File: src/rtl/arb_types_pkg.sv
// Shared types and default widths for the I/D cache line arbiter.
package arb_types_pkg;

    localparam int ARB_ADDR_W = 32;
    localparam int ARB_LINE_W = 256;

    typedef enum logic [2:0] {
        IDLE    = 3'd0,
        SERVE_I = 3'd1,
        SERVE_D = 3'd2,
        RESP_I  = 3'd3,
        RESP_D  = 3'd4
    } arb_state_t;

    typedef enum logic {
        ARB_RD = 1'b0,
        ARB_WR = 1'b1
    } arb_op_t;

    typedef enum logic {
        GNT_I = 1'b0,
        GNT_D = 1'b1
    } arb_side_t;

endpackage

File: src/rtl/arb_req_latch.sv
// Capture registers for the granted request: address, operation and write line.
module arb_req_latch
    import arb_types_pkg::*;
#(
    parameter int ADDR_W = ARB_ADDR_W,
    parameter int LINE_W = ARB_LINE_W
) (
    input  logic              clk,
    input  logic              rst,
    input  logic              load,
    input  logic [ADDR_W-1:0] address,
    input  arb_op_t           op,
    input  logic [LINE_W-1:0] wdata,
    output logic [ADDR_W-1:0] lat_address,
    output arb_op_t           lat_op,
    output logic [LINE_W-1:0] lat_wdata
);

    // Load the selected request on grant; hold it for the whole transaction.
    always_ff @(posedge clk) begin
        if (rst) begin
            lat_address <= {ADDR_W{1'b0}};
            lat_op      <= ARB_RD;
            lat_wdata   <= {LINE_W{1'b0}};
        end else if (load) begin
            lat_address <= address;
            lat_op      <= op;
            lat_wdata   <= wdata;
        end else begin
            lat_address <= lat_address;
            lat_op      <= lat_op;
            lat_wdata   <= lat_wdata;
        end
    end

endmodule

File: src/rtl/cache_line_arbiter.sv
// Shares one memory line port between I-side and D-side miss paths.
// Define ARB_ROUND_ROBIN_EN to alternate grants when both sides request together.
module cache_line_arbiter
    import arb_types_pkg::*;
#(
    parameter int ADDR_W = ARB_ADDR_W,
    parameter int LINE_W = ARB_LINE_W
) (
    input  logic              clk,
    input  logic              rst,
    input  logic              i_read,
    input  logic [ADDR_W-1:0] i_address,
    output logic [LINE_W-1:0] i_rdata,
    output logic              i_resp,
    input  logic              d_read,
    input  logic              d_write,
    input  logic [ADDR_W-1:0] d_address,
    input  logic [LINE_W-1:0] d_wdata,
    output logic [LINE_W-1:0] d_rdata,
    output logic              d_resp,
    output logic              mem_read,
    output logic              mem_write,
    output logic [ADDR_W-1:0] mem_address,
    output logic [LINE_W-1:0] mem_wdata,
    input  logic [LINE_W-1:0] mem_rdata,
    input  logic              mem_resp
);

    arb_state_t        state_r;
    arb_state_t        state_next_s;
    logic              d_req_s;
    logic              any_req_s;
    logic              grant_d_s;
    logic              load_s;
    logic              serving_next_s;
    arb_op_t           sel_op_s;
    arb_op_t           next_op_s;
    logic [ADDR_W-1:0] sel_address_s;
    logic [ADDR_W-1:0] lat_address_s;
    arb_op_t           lat_op_s;
    logic [LINE_W-1:0] lat_wdata_s;
    logic [LINE_W-1:0] line_r;
    logic              mem_read_r;
    logic              mem_write_r;
    logic              i_resp_r;
    logic              d_resp_r;

`ifdef ARB_ROUND_ROBIN_EN
    arb_side_t         last_grant_r;
`endif

    // Grant selection: D over I, or alternating when both contend.
    always_comb begin
        d_req_s   = d_read | d_write;
        any_req_s = d_req_s | i_read;
        grant_d_s = 1'b0;
`ifdef ARB_ROUND_ROBIN_EN
        if (d_req_s && i_read) begin
            grant_d_s = (last_grant_r == GNT_I);
        end else begin
            grant_d_s = d_req_s;
        end
`else
        grant_d_s = d_req_s;
`endif
        sel_address_s = grant_d_s ? d_address : i_address;
        // A simultaneous read+write on the D side is a writeback.
        sel_op_s      = (grant_d_s && d_write) ? ARB_WR : ARB_RD;
    end

    // Next-state logic and the op that the next cycle will present to memory.
    always_comb begin
        state_next_s = state_r;
        load_s       = 1'b0;
        case (state_r)
            IDLE: begin
                if (any_req_s) begin
                    load_s       = 1'b1;
                    state_next_s = grant_d_s ? SERVE_D : SERVE_I;
                end else begin
                    state_next_s = IDLE;
                end
            end
            SERVE_I: begin
                if (mem_resp) begin
                    state_next_s = RESP_I;
                end else begin
                    state_next_s = SERVE_I;
                end
            end
            SERVE_D: begin
                if (mem_resp) begin
                    state_next_s = RESP_D;
                end else begin
                    state_next_s = SERVE_D;
                end
            end
            RESP_I:  state_next_s = IDLE;
            RESP_D:  state_next_s = IDLE;
            default: state_next_s = IDLE;
        endcase
        next_op_s      = load_s ? sel_op_s : lat_op_s;
        serving_next_s = (state_next_s == SERVE_I) || (state_next_s == SERVE_D);
    end

    // State register and registered strobes / response pulses.
    always_ff @(posedge clk) begin
        if (rst) begin
            state_r     <= IDLE;
            mem_read_r  <= 1'b0;
            mem_write_r <= 1'b0;
            i_resp_r    <= 1'b0;
            d_resp_r    <= 1'b0;
        end else begin
            state_r     <= state_next_s;
            mem_read_r  <= serving_next_s && (next_op_s == ARB_RD);
            mem_write_r <= serving_next_s && (next_op_s == ARB_WR);
            i_resp_r    <= (state_next_s == RESP_I);
            d_resp_r    <= (state_next_s == RESP_D);
        end
    end

    // Returned line, captured only while a transaction is in service.
    always_ff @(posedge clk) begin
        if (rst) begin
            line_r <= {LINE_W{1'b0}};
        end else if (((state_r == SERVE_I) || (state_r == SERVE_D)) && mem_resp) begin
            line_r <= mem_rdata;
        end else begin
            line_r <= line_r;
        end
    end

`ifdef ARB_ROUND_ROBIN_EN
    // Remember which side was granted most recently.
    always_ff @(posedge clk) begin
        if (rst) begin
            last_grant_r <= GNT_I;
        end else if (load_s) begin
            last_grant_r <= grant_d_s ? GNT_D : GNT_I;
        end else begin
            last_grant_r <= last_grant_r;
        end
    end
`endif

    arb_req_latch #(
        .ADDR_W (ADDR_W),
        .LINE_W (LINE_W)
    ) u_req_latch (
        .clk         (clk),
        .rst         (rst),
        .load        (load_s),
        .address     (sel_address_s),
        .op          (sel_op_s),
        .wdata       (d_wdata),
        .lat_address (lat_address_s),
        .lat_op      (lat_op_s),
        .lat_wdata   (lat_wdata_s)
    );

    assign mem_read    = mem_read_r;
    assign mem_write   = mem_write_r;
    assign mem_address = lat_address_s;
    assign mem_wdata   = lat_wdata_s;
    assign i_resp      = i_resp_r;
    assign d_resp      = d_resp_r;
    assign i_rdata     = line_r;
    assign d_rdata     = line_r;

endmodule
File: config.mk
export PLATFORM = sky130hd
export DESIGN_NAME = cache_line_arbiter
export DESIGN_NICKNAME = d
export VERILOG_FILES = /design/src/rtl/arb_types_pkg.sv /design/src/rtl/arb_req_latch.sv /design/src/rtl/cache_line_arbiter.sv
export SDC_FILE = /design/constraint.sdc
export NUM_CORES = 1
export LEC_CHECK = 0
export CAP_MARGIN = 20
export CORE_AREA = 3 3 537 539
export DETAILED_ROUTE_END_ITERATION = 8
export DIE_AREA = 0 0 540 542
export DONT_BUFFER_PORTS = 1
export GPL_TIMING_DRIVEN = 0
export PLACE_DENSITY_LB_ADDON = 0.15
export SLEW_MARGIN = 40
export SYNTH_ARGS = -nofsm -noshare
export SYNTH_HDL_FRONTEND = slang
export SYNTH_SLANG_ARGS = --single-unit
File: constraint.sdc
create_clock -name clk -period 1.7 [get_ports clk]
set_input_delay 0.255 -clock clk [delete_from_list [all_inputs] [get_ports clk]]
set_output_delay 0.255 -clock clk [all_outputs]
set_load 0.03 [all_outputs]
Word level (Yosys, flattened, before mapping)
Cells that the tools add are included.
Word-level totals
  register bits: 552
  output and inout bits: 804
  logic and storage cells: 35
Operators by class
  equal/unequal tests: 6
  mux-type cells: 10
  bitwise logic cells: 3
  reductions and logical operators: 7
Operators with widths (number)
  $mux 32: 1
  $eq 3x2->1 const B: 3
  $pmux 3 s3: 1
  $eq 3x1->1 const B: 2
  $mux 2: 3
  $logic_and 1x1->1: 4
  $mux 1: 4
  $eq 3x3->1 const B: 1
  $logic_not 3->1: 1
  $mux 3: 1
  $logic_or 1x1->1: 2
  $or 1x1->1: 2
  $not 1->1: 1

Longest topological paths before layout
Gate-level depths: netlist of the first run.
  depth in word-level cells: 7
  depth in mapped cells: 7

Cells and area by module
A second synthesis of the first run with hierarchy kept.
Unflattened totals
  cell total of the unflattened synthesis: 2424
  area, all modules: 22629.2 um^2
Modules (own cells, without submodules)
  cache_line_arbiter: instances 1, cells an instance 1493, area an instance 12403.1 um^2, seq. area each 5265.0 um^2
  arb_req_latch: instances 1, cells an instance 931, area an instance 10226.1 um^2, seq. area each 5785.5 um^2

Least setup slack after synthesis of the first run
Ideal clock, no wire load.
  path type: flip-flop to flip-flop
  start point: reg state_r[1]
  end point: reg u_req_latch.lat_wdata[25]
  library setup time: 0.132 ns
  arrival time: 1.372 ns
  setup slack: 0.196 ns
  cell stages (with the launch flop): 8
  clock period less this slack: 1.504 ns
  cell sequence: dfxtp_1 buf_6 or3_1 buf_2 buf_6 buf_6 o21ai_1 a21oi_1
On the way
  longest elaborated chain between the ends: 2
RTL lines
  start, declared: line cache_line_arbiter.sv:29  | arb_state_t state_r;
  start signal, assigned: line cache_line_arbiter.sv:115  | state_r <= state_next_s;
  $logic_not 3->1: line cache_line_arbiter.sv:75  | case (state_r)
  $mux 1: line cache_line_arbiter.sv:75
  end signal, assigned: line arb_req_latch.sv:24  | lat_wdata <= {LINE_W{1'b0}};
  end signal, assigned: line arb_req_latch.sv:28  | lat_wdata <= wdata;
  end signal, assigned: line arb_req_latch.sv:32  | lat_wdata <= lat_wdata;
  end, declared: line arb_req_latch.sv:16  | output logic [LINE_W-1:0] lat_wdata
Every way passes these cells.
A chain may end at the register's enable or synchronous reset.

Final worst setup path of the first run
  start point: reg line_r[201] (netlist: d_rdata[201])
  end point: out i_rdata[201]
RTL lines
  start, declared: line cache_line_arbiter.sv:42  | logic [LINE_W-1:0] line_r;
  start signal, assigned: line cache_line_arbiter.sv:126  | line_r <= {LINE_W{1'b0}};
  start signal, assigned: line cache_line_arbiter.sv:128  | line_r <= mem_rdata;
  start signal, assigned: line cache_line_arbiter.sv:130  | line_r <= line_r;
  end, declared: line cache_line_arbiter.sv:13  | output logic [LINE_W-1:0] i_rdata,
No word-level cell between the ends.

==> results of run 1 <==
==> cell families after synthesis <==
family                   after synthesis
flip-flops                           552
buffers and inverters                569
XOR/XNOR                               2
adder cells (fa/ha/maj)                1
AO/OA/AOI/OAI                       1125
AND/OR/NAND/NOR                      564
==> power by group through the flow <==
stage,combinational (W),clock [W],sequential (W)
finish,0.0107,0.0182,0.0179
floorplan,0.00421,0,0.0167
global route,0.0114,0.0194,0.0181
detailed placement,0.00608,0,0.0183
global placement,0.00609,0,0.0183
CTS,0.00838,0.0190,0.0181
==> sequential cells by signal, summed over array words and instances, names as in the netlist <==
register and flops:
u_req_latch.lat_op 1, u_req_latch.lat_wdata 256, d_resp 1, d_rdata 256, mem_write 1, u_req_latch.lat_address 32, i_resp 1, mem_read 1
state_r 3
==> final timing paths <==
path | endpoint | slack, ns | depth (start not counted)
hold / removal | d_rdata[236] | 0.12 | 4
setup reg to reg | u_req_latch.lat_address[25] | -0.01 | 6
hold reg to reg | u_req_latch.lat_op | 0.48 | 2
setup / recovery | i_rdata[201] | -0.05 | 1
==> metal layers <==
metal / up-vias / part of all wire (%) / GRT usage, %
li1: 11396 / - / -
met1: 12471 / 40 / 15.5
met2: 1339 / 45 / 20.7
met3: 266 / 12 / 6.90
met4: 32 / 2.5 / 3.29
met5: - / 0.10 / 0
==> per-stage QoR <==
| stage | setup WS [ns] | std cells | total power [W] | hold WS, ns | utilization, % |
|---|---|---|---|---|---|
| floorplan | 0.196 | 2813 | 0.0209 | 0.381 | - |
| global route | -0.144 | 7388 | 0.0490 | 0.0993 | 15.5 |
| global placement | -2.16 | 6575 | 0.0244 | 0.404 | 9.80 |
| finish | -0.0511 | 7408 | 0.0469 | 0.116 | 15.5 |
| CTS | -0.210 | 7333 | 0.0455 | 0.0393 | 13.6 |
| detailed placement | -0.933 | 6577 | 0.0244 | 0.403 | 9.84 |
==> tightest hold or removal path, delay by kind of cell <==
kind,cells,cell delay (ns)
AO/OA/AOI/OAI,2,0.23
buffers and inverters,1,0.23
AND/OR/NAND/NOR,1,0.11
==> final cells by class <==
class | instances | area [um^2] | area share [%]
sequential | 552 | 12200 | 27.7
multi-input combinational | 1692 | 11200 | 25.3
timing repair buffer | 665 | 7630 | 17.3
buffer | 563 | 5560 | 12.6
tap | 3762 | 4710 | 10.7
clock buffer | 124 | 2450 | 5.55
clock inverter | 23 | 334 | 0.756
antenna | 26 | 65.1 | 0.147
inverter | 1 | 3.75 | 0.00849
==> cell usage in the layout (no fill, tap or decap), types with 4 or more instances in the layout <==
cell type,synthesis,layout
a21oi_2,0,145
clkbuf_16,0,125
clkinv_2,0,6
buf_6,30,203
dfxtp_2,0,83
nand3_1,512,341
o21ai_0,305,225
buf_8,0,46
nand3_4,0,92
nand3_2,0,79
o21ai_1,239,211
a311oi_1,32,31
clkbuf_8,0,21
diode_2,0,26
dlygate4sd3_1,0,581
clkbuf_2,22,56
buf_16,0,21
clkbuf_1,135,86
a21oi_1,547,402
clkbuf_4,0,20
buf_12,0,59
nand2_1,35,34
bufinv_16,0,6
buf_4,260,101
clkinv_4,0,4
buf_2,117,33
inv_6,0,4
o21ai_2,1,108
dfxtp_4,0,291
dfxtp_1,552,178
nor3_1,5,4
==> what timing repair did <==
action                                   CTS  global route
pin swaps                                 17           220
hold buffers                             581             0
endpoints found under the setup margin  1091           863
resized for setup                        648          1341
endpoints found under the hold margin    551             0
buffers inserted                          17            17
cloned                                    12            41
==> metrics.md, run 1 <==
| Metric | Value |
|---|---|
| Library cell with the largest summed area after synthesis | dfxtp_1 |
| Category of cells accounting for the largest share of critical-path delay | flip-flops |
| Buffers added on ports | 0 |
| Parity-gate share of the synthesized area counting xor and xnor cells | 0.108% |
| Total CTS buffers | 84 |
| Post-route cell area | 44200 um^2 |
| Switching share of power | 36.7% |
| Leakage power | 14.7 nW |
| Source-to-sink clock delay at the later pin of the worst-skew pair | 0.80 ns |
| Count of unique library cells instantiated by Yosys | 30 |
| Worst-case clock buffer depth | 4 |
| Portion of total power attributed to the clock network | 38.9% |
| Share of the clock period used by the worst path after layout | 103% |
| Count of state elements after synthesis | 552 |
| Total half-perimeter wirelength after legalization and detailed placement | 170000 um |
| Portion of netlist area occupied by mux cells | 0% |
| Number of nets produced by synthesis | 3395 |
| Drt via density | 3.44 |
| Cell area after technology mapping | 23200 um^2 |
| Category of the worst setup path launch point | flop |
| Area share of the largest cell type after synthesis | 47.7% |
| Final estimated routing congestion in global placement | 0.848 |
| Std cell rows | 196 |
| Worst hold-check path type | primary input to flop |
| Worst ir drop on vdd | 0.741 mV |
| Setup repair after global routing missed its margin | true |
| Worst clock skew | 0.0558 ns |
| Fraction of final layout cells with drive strength greater than 1 | 42.0% |
| Start point of the critical path | d_rdata[201] |
| Sequential-to-total area share from yosys stat | 47.7% |
| Ports placed on the boundary | 1386 |
| CTS clock-pin slew for the worst setup and hold paths | 0.06 ns |
| Deepest level of the CTS H-tree | 3 |
| DR vias | 25504 |
| Buffer cell driving the clock tree root | clkbuf_16 |
| Worst path slowest cell | dfxtp_4 |
| Final TNS setup | -0.511 ns |
| Placement Cell Area | 28000 um^2 |
| Time the worst path needs with I/O delays and setup | 1.75 ns |
| Setup slack of the critical path after layout | -0.0511 ns |
| Dominant cell by count in the synthesized netlist | dfxtp_1 |
| Syn-to-layout area delta | 90.8% |
| Fraction of the mapped netlist area in adder cells | 0.0432% |
| Complex-gate fraction of the synthesized area | 24.9% |
| Slew Viols, Final | 0 |
| Bufs and invs on worst path | 1 |
| Predominant post-synthesis flop cell | dfxtp_1 |
| Iteration count of the initial detailed-routing pass | 5 |
| Violations in the final reports | setup timing |
| Largest net degree at the start of global routing | 13 |
| Mean cell area of the mapped netlist | 8.23 um^2 |
| Required arrival time at the worst endpoint | 1.44 ns |
| Number of flops mapped to enable cells by yosys | 0 |
| Endpoint class of the critical path | primary output |
| Routed wire length per instance | 28.1 um |
| Cell count after synthesis | 2813 |
| Status | finished with violations |
| Final setup fails | 29 |
| Overflow left after global routing | 0 |
| Slew HR | 38.3% |
| Int Pwr | 0.0297 W |
| DR DRC count | 0 |
| Worst stage delay on the critical path | 0.52 ns |
| Antenna viol nets, final | 0 |
| Min-Delay Startpoint | mem_resp |
| Transition time at the pin with the least slew margin | 0.925 ns |
| Worst Path Max Fanout | 3 |
| Total number of nets in the final design | 4141 |
| Max-cap violation count | 0 |
| Commonest cells post-synth | 552 x dfxtp_1, 547 x a21oi_1, 512 x nand3_1 |
| Cell chain of the critical path | buf_6 |
| Worst flop-to-flop path startpoint | state_r[1] |
| Portion of total power attributed to sequential cells | 38.2% |
| Initial DRC count | 1291 |
| Vias in the first global route | 24793 |
| First-pass GRT wire length | 257000 um |
| Total of warnings raised by yosys | 0 |
| Proportion of power drawn by combinational gates | 22.9% |
| Chip Height | 542 um |
| Total Die Area | 293000 um^2 |
| Switching power | 0.0172 W |
| Timing-limited maximum frequency | 571 MHz |
| Count of final hold-check violations | 0 |
| Num Clock Sinks | 552 |
| Data arrival time of the critical path | 1.50 ns |
| Number of antenna violations at the first check in global routing | 77 |
| Count of fill cells added during filler insertion | 32156 |
| Most area-consuming cells after synthesis | dfxtp_1 48%, a21oi_1 12%, nand3_1 11%, buf_4 8.4%, o21ai_0 6.6% |
| Combinational family with the most area after synthesis | compound AO/OA/AOI/OAI gates |
| Fraction of the mapped netlist area in simple logic gates | 12.1% |
| Sum of routed wire length over all layers | 208000 um |
| Initial core utilization | 8.14% |
| Horiz. Die Dim | 540 um |
| CTS tree | done |
| Synth async-reset ratio | 0% |
| Ratio of total power to cell area | 1060 nW/um^2 |
| Overall track demand over capacity in global routing | 13.1% |
| Crit Path Class | flop to primary output |
| Core ar. | 284000 um^2 |
(Power assumes the default switching activity.)
==> inputs of run 2 (changes only) <==
--- a/config.mk
+++ b/config.mk
@@ -6,13 +6,11 @@
 export NUM_CORES = 1
 export LEC_CHECK = 0
 export CAP_MARGIN = 20
-export CORE_AREA = 3 3 537 539
+export CORE_AREA = 2 2 536 538
 export DETAILED_ROUTE_END_ITERATION = 8
-export DIE_AREA = 0 0 540 542
+export DIE_AREA = 0 0 538 540
 export DONT_BUFFER_PORTS = 1
-export GPL_TIMING_DRIVEN = 0
 export PLACE_DENSITY_LB_ADDON = 0.15
-export SLEW_MARGIN = 40
 export SYNTH_ARGS = -nofsm -noshare
 export SYNTH_HDL_FRONTEND = slang
 export SYNTH_SLANG_ARGS = --single-unit
==> metrics.md, run 2 (synthesis gave the netlist of run 1 again) <==
| Metric | Value |
|---|---|
| Time the worst path needs with I/O delays and setup | 2.91 ns |
| Final setup fails | 399 |
| Initial core utilization | 8.14% |
| Source-to-sink clock delay at the later pin of the worst-skew pair | 0.78 ns |
| Total CTS buffers | 86 |
| Number of hold buffers added after cts | 616 |
| Worst setup path end | u_req_latch.lat_wdata[67] |
| CTS clock-pin slew for the worst setup and hold paths | 0.06 ns |
| Worst hold slack across all endpoints | -0.409 ns |
| Setup slack of the critical path after layout | -1.21 ns |
| Setup repair after global routing missed its margin | true |
| DR DRC count | 0 |
| Category of the worst setup path launch point | primary input |
| Worst ir drop on vdd | 0.561 mV |
| DR vias | 25546 |
| Transition time at the pin with the least slew margin | 4.49 ns |
| Vias in the first global route | 25465 |
| Ratio of total power to cell area | 1110 nW/um^2 |
| Count of final hold-check violations | 107 |
| Fraction of final layout cells with drive strength greater than 1 | 30.0% |
| Worst hold-check path type | primary input to flop |
| End of the worst register-to-register path | u_req_latch.lat_wdata[62] |
| First-pass GRT wire length | 254000 um |
| Crit Path Class | primary input to flop |
| Minimum setup slack after placement | -0.194 ns |
| Overall track demand over capacity in global routing | 12.9% |
| Min-Delay Startpoint | rst |
| Largest net degree at the start of global routing | 547 |
| Buffers added on ports | 0 |
| Worst stage delay on the critical path | 1.16 ns |
| Core ar. | 284000 um^2 |
| Ports placed on the boundary | 1386 |
| Final estimated routing congestion in global placement | 0.855 |
| Routed wire length per instance | 27.2 um |
| Required arrival time at the worst endpoint | 2.29 ns |
| Commonest non-fill, non-tap cell in the layout | dlygate4sd3_1 |
| Sum of routed wire length over all layers | 203000 um |
| Num Clock Sinks | 552 |
| Start point of the critical path | rst |
| Critical Path Stages | 1 |
| Deepest level of the CTS H-tree | 3 |
| Total Die Area | 291000 um^2 |
| Number of antenna violations at the first check in global routing | 60 |
| Syn-to-layout area delta | 83.8% |
| DP Cell Count | 6570 |
| CTS tree | done |
| Logic depth of the worst register-to-register path | 7 |
| Worst clock skew | 0.0348 ns |
| Violations in the final reports | hold timing, slew limit, setup timing |
| Status | finished with violations |
| Timing-limited maximum frequency | 344 MHz |
| Share of the clock period used by the worst path after layout | 171% |
| Data arrival time of the critical path | 3.50 ns |
| Total number of nets in the final design | 4180 |
| Slew HR | -199% |
| Flop-to-flop setup slack | -0.25 ns |
| Leakage power | 15.0 nW |
| Worst Path Max Fanout | 546 |
| Bufs and invs on worst path | 0 |
| Worst path slowest cell | a21oi_1 |
| Top library cells by usage in the layout, fill and taps aside | 613 x dlygate4sd3_1, 514 x a21oi_1, 434 x dfxtp_1, 421 x nand3_1, 378 x buf_4 |
| Max-cap violation count | 0 |
| Endpoint class of the critical path | flop |
| Worst flop-to-flop path startpoint | state_r[1] |
| Horiz. Die Dim | 538 um |
| Total half-perimeter wirelength after legalization and detailed placement | 153000 um |
| Antenna viol nets, final | 0 |
| Overflow left after global routing | 0 |
| Cell chain of the critical path | a21oi_1 |
| Count of placed standard cells in the final layout, fillers left out | 7454 |
| Category of cells accounting for the largest share of critical-path delay | compound AO/OA/AOI/OAI gates |
| Slew Viols, Final | 325 |
| Drt via density | 3.43 |
| Std cell rows | 196 |
| Initial DRC count | 1737 |
| Iteration count of the initial detailed-routing pass | 6 |
| Worst-case clock buffer depth | 4 |
| Buffer cell driving the clock tree root | clkbuf_16 |
| Chip Height | 540 um |
==> run 2: cell types whose count changed in the layout (fill, tap and decap cells not counted), sizes merged, moves of 2 or more <==
| cell | previous run | this run |
|---|---|---|
| buf | 463 | 632 |
| bufbuf | 0 | 2 |
| clkbuf | 308 | 149 |
| clkinv | 12 | 5 |
| clkinvlp | 1 | 3 |
| diode | 26 | 31 |
| dlygate4sd3 | 581 | 613 |
==> run 2: repair_timing <==
| action | CTS | global route |
|---|---|---|
| setup buffers | 36 | 16 |
| gates cloned | 16 | 21 |
| gates resized for setup | 498 | 219 |
| pin swaps | 33 | 93 |
| setup endpoints to repair | 695 | 622 |
| endpoints found under the hold margin | 552 | 443 |
==> run 2: per-stage QoR <==
| stage | area, um^2 | hold WS [ns] | utilization [%] | setup TNS [ns] | total power, W |
|---|---|---|---|---|---|
| after floorplan | 23200 | 0.381 | - | 0 | 0.0209 |
| after detailed placement | 29300 | 0.384 | 10.3 | -16.69 | 0.0249 |
| final | 42600 | -0.409 | 15.0 | -169.73 | 0.0471 |
| after global placement | 29300 | 0.380 | 10.3 | -14.66 | 0.0249 |
| after global routing | 42500 | -0.530 | 15.0 | -41.96 | 0.0493 |
| after CTS | 41000 | -0.518 | 14.4 | -13.54 | 0.0473 |
==> run 2: worst min path at each step <==
| stage | endpoint | slack (ns) | cells past startpoint |
|---|---|---|---|
| 6_report | u_req_latch.lat_wdata[155] | -0.41 | 1 |
| 4_1_cts | u_req_latch.lat_wdata[155] | -0.52 | 1 |
| 3_5_place_dp | u_req_latch.lat_wdata[155] | 0.38 | 1 |
| 5_1_grt | u_req_latch.lat_wdata[168] | -0.53 | 1 |
| 2_1_floorplan | i_resp | 0.38 | 2 |
| 3_3_place_gp | u_req_latch.lat_wdata[155] | 0.38 | 1 |
==> run 2: final cells by class <==
| type | instances | area, um^2 |
|---|---|---|
| Fill cell | 32388 | 242000 |
| Timing Repair Buffer | 1265 | 13900 |
| Sequential cell | 552 | 11300 |
| Multi-Input combinational cell | 1692 | 9670 |
| Tap cell | 3762 | 4710 |
| Clock buffer | 131 | 2580 |
| Clock inverter | 20 | 313 |
| Antenna cell | 31 | 77.6 |
| Inverter | 1 | 3.75 |
==> run 2: per-layer routing <==
metal	global-route usage (%)	up-vias	share of wire, %
li1	-	11442	-
met1	15.4	12490	40
met2	20.1	1330	44
met3	6.42	252	12
met4	4.24	32	3.5
met5	0	-	0.10
==> run 2: where the power goes <==
| part | switching, W | total [W] | internal, W |
|---|---|---|---|
| Clock | 0.00743 | 0.0189 | 0.0115 |
| Sequential | 0.00171 | 0.0157 | 0.0140 |
| Combinational | 0.00750 | 0.0125 | 0.00502 |
| Total | 0.0166 | 0.0471 | 0.0305 |
==> inputs of run 3 (changes only) <==
==> constraint.sdc (replaced) <==
create_clock -name clk -period 3.3 [get_ports clk]
set_input_delay 0.495 -clock clk [delete_from_list [all_inputs] [get_ports clk]]
set_output_delay 0.495 -clock clk [all_outputs]
set_load 0.03 [all_outputs]
==> metrics.md, run 3 (synthesis gave the netlist of run 1 again) <==
| Metric | Value |
|---|---|
| Status | finished with violations |
| Violations in the final reports | slew limit |
| Leakage power | 11.6 nW |
| Count of final hold-check violations | 0 |
| Total half-perimeter wirelength after legalization and detailed placement | 149000 um |
| DR DRC count | 0 |
| Crit Path Class | flop to flop |
| Largest net degree at the start of global routing | 390 |
| Final setup fails | 0 |
| End of the worst register-to-register path | d_rdata[30] |
| Num Clock Sinks | 552 |
| Setup slack of the critical path after layout | 0.465 ns |
| Worst ir drop on vdd | 0.409 mV |
| Initial core utilization | 8.14% |
| Worst hold stages | 2 |
| Horiz. Die Dim | 538 um |
| Overflow left after global routing | 0 |
| DR vias | 23557 |
| Required arrival time at the worst endpoint | 4.04 ns |
| Worst stage delay on the critical path | 0.81 ns |
| Setup repair after global routing missed its margin | false |
| Cell chain of the critical path | xor2_4, buf_12, nand3_1, a21oi_1, dlygate4sd3_1 |
| Category of cells accounting for the largest share of critical-path delay | buffers and inverters |
| Source-to-sink clock delay at the later pin of the worst-skew pair | 0.80 ns |
| Data arrival time of the critical path | 3.58 ns |
| Total number of nets in the final design | 3683 |
| Transition time at the pin with the least slew margin | 1.61 ns |
| Hold path endpoint | u_req_latch.lat_wdata[6] |
| Final estimated routing congestion in global placement | 0.827 |
| Fraction of final layout cells with drive strength greater than 1 | 7.07% |
| Area taken by multi-input logic gates | 8670 um^2 |
| Endpoint class of the critical path | flop |
| Number of antenna violations at the first check in global routing | 107 |
| Worst hold-check path type | primary input to flop |
| First-pass GRT wire length | 247000 um |
| Slew Viols, Final | 78 |
| Area taken by flip-flops and latches | 11100 um^2 |
| Total Die Area | 291000 um^2 |
| Worst path slowest cell | xor2_4 |
| Syn-to-layout area delta | 52.6% |
| Routed wire length per instance | 28.1 um |
| Drt via density | 3.38 |
| Share of the clock period used by the worst path after layout | 85.9% |
| Core ar. | 284000 um^2 |
| Vias in the first global route | 23425 |
| Worst-case clock buffer depth | 4 |
| Minimum setup slack after placement | 0.751 ns |
| Slew HR | -7.15% |
| Count of fill cells added during filler insertion | 32779 |
| Number of setup buffers added after CTS | 0 |
| Bufs and invs on worst path | 2 |
| Worst Path Max Fanout | 47 |
| Total CTS buffers | 91 |
| Buffer cell driving the clock tree root | clkbuf_16 |
| Commonest non-fill, non-tap cell in the layout | dlygate4sd3_1 |
| Worst hold slack across all endpoints | 0.0669 ns |
| Worst flop-to-flop path startpoint | state_r[1] |
| Ports placed on the boundary | 1386 |
| Total power of the final layout | 0.0228 W |
| Logic depth of the worst register-to-register path | 5 |
| Sum of routed wire length over all layers | 196000 um |
| Final TNS setup | 0 ns |
| Category of the worst setup path launch point | flop |
| Top library cells by usage in the layout, fill and taps aside | 691 x dlygate4sd3_1, 549 x dfxtp_1, 547 x a21oi_1, 512 x nand3_1, 305 x o21ai_0 |
| Initial DRC count | 1472 |
| Worst clock skew | 0.0518 ns |
| Chip Height | 540 um |
| Time the worst path needs with I/O delays and setup | 2.84 ns |
| Iteration count of the initial detailed-routing pass | 5 |
| CTS clock-pin slew for the worst setup and hold paths | 0.06 ns |
| Flop-to-flop setup slack | 0.46 ns |
| Std cell rows | 196 |
| Deepest level of the CTS H-tree | 3 |
| Ratio of total power to cell area | 644 nW/um^2 |
| CTS tree | done |
| Max-cap violation count | 0 |
| Min-Delay Startpoint | d_wdata[6] |
| Buffers added on ports | 0 |
| Overall track demand over capacity in global routing | 12.8% |
| Antenna viol nets, final | 0 |
| Timing-limited maximum frequency | 353 MHz |
-- run 3: worst max path at each step --
stage / startpoint / to / slack (ns) / cells past startpoint
after floorplan: d_read / u_req_latch.lat_wdata[235] / 1.58 / 7
after global placement: state_r[1] / d_rdata[155] / 0.77 / 5
after detailed placement: state_r[1] / d_rdata[155] / 0.75 / 5
after CTS: state_r[1] / d_rdata[3] / 0.42 / 5
after global routing: state_r[0] / d_rdata[30] / 0.32 / 5
final: state_r[1] / d_rdata[30] / 0.46 / 5
-- run 3: area by class of cell --
type / count / area share (%)
tap: 3762 / 13.3
timing repair buffer: 763 / 22.0
sequential: 552 / 31.3
clock inverter: 29 / 1.14
multi-input combinational: 1692 / 24.5
clock buffer: 131 / 7.35
antenna: 43 / 0.305
inverter: 1 / 0.0106
-- run 3: repair_timing --
action | CTS | global route
setup endpoints to repair | 0 | 0
gates resized for setup | 0 | 0
endpoints found under the hold margin | 551 | 0
hold buffers | 692 | 0
-- run 3: metrics by stage --
stage	utilization (%)	cells	cell area (um^2)
6_report	12.4	6973	35300
5_1_grt	12.4	6950	35300
4_1_cts	12.4	6930	35200
3_5_place_dp	8.89	6078	25300
3_3_place_gp	8.89	6078	25300
2_1_floorplan	-	2813	23200
-- run 3: layer usage --
| layer | vias to the layer above | routed length (um) | part of all wire [%] | track usage, % |
|---|---|---|---|---|
| met5 | - | 159 | 0.081 | 0 |
| met2 | 1337 | 84400 | 43 | 19.6 |
| li1 | 10386 | - | - | - |
| met3 | 310 | 32000 | 16 | 8.56 |
| met4 | 24 | 6460 | 3.3 | 3.88 |
| met1 | 11500 | 72700 | 37 | 14.1 |
-- run 3: power breakdown --
| part | internal, W | leakage, nW | total, W | switching (W) |
|---|---|---|---|---|
| Sequential | 0.00720 | 4.53 | 0.00955 | 0.00236 |
| Combinational | 0.00128 | 5.58 | 0.00315 | 0.00187 |
| Clock | 0.00607 | 1.46 | 0.0101 | 0.00398 |
| Total | 0.0146 | 11.6 | 0.0228 | 0.00820 |
-- run 3: worst reg2reg max path, stage by stage, from the launching register on --
cell and delay, ns:
dfxtp_1 0.70, xor2_4 0.81, buf_12 0.34, nand3_1 0.19, a21oi_1 0.16, dlygate4sd3_1 0.57
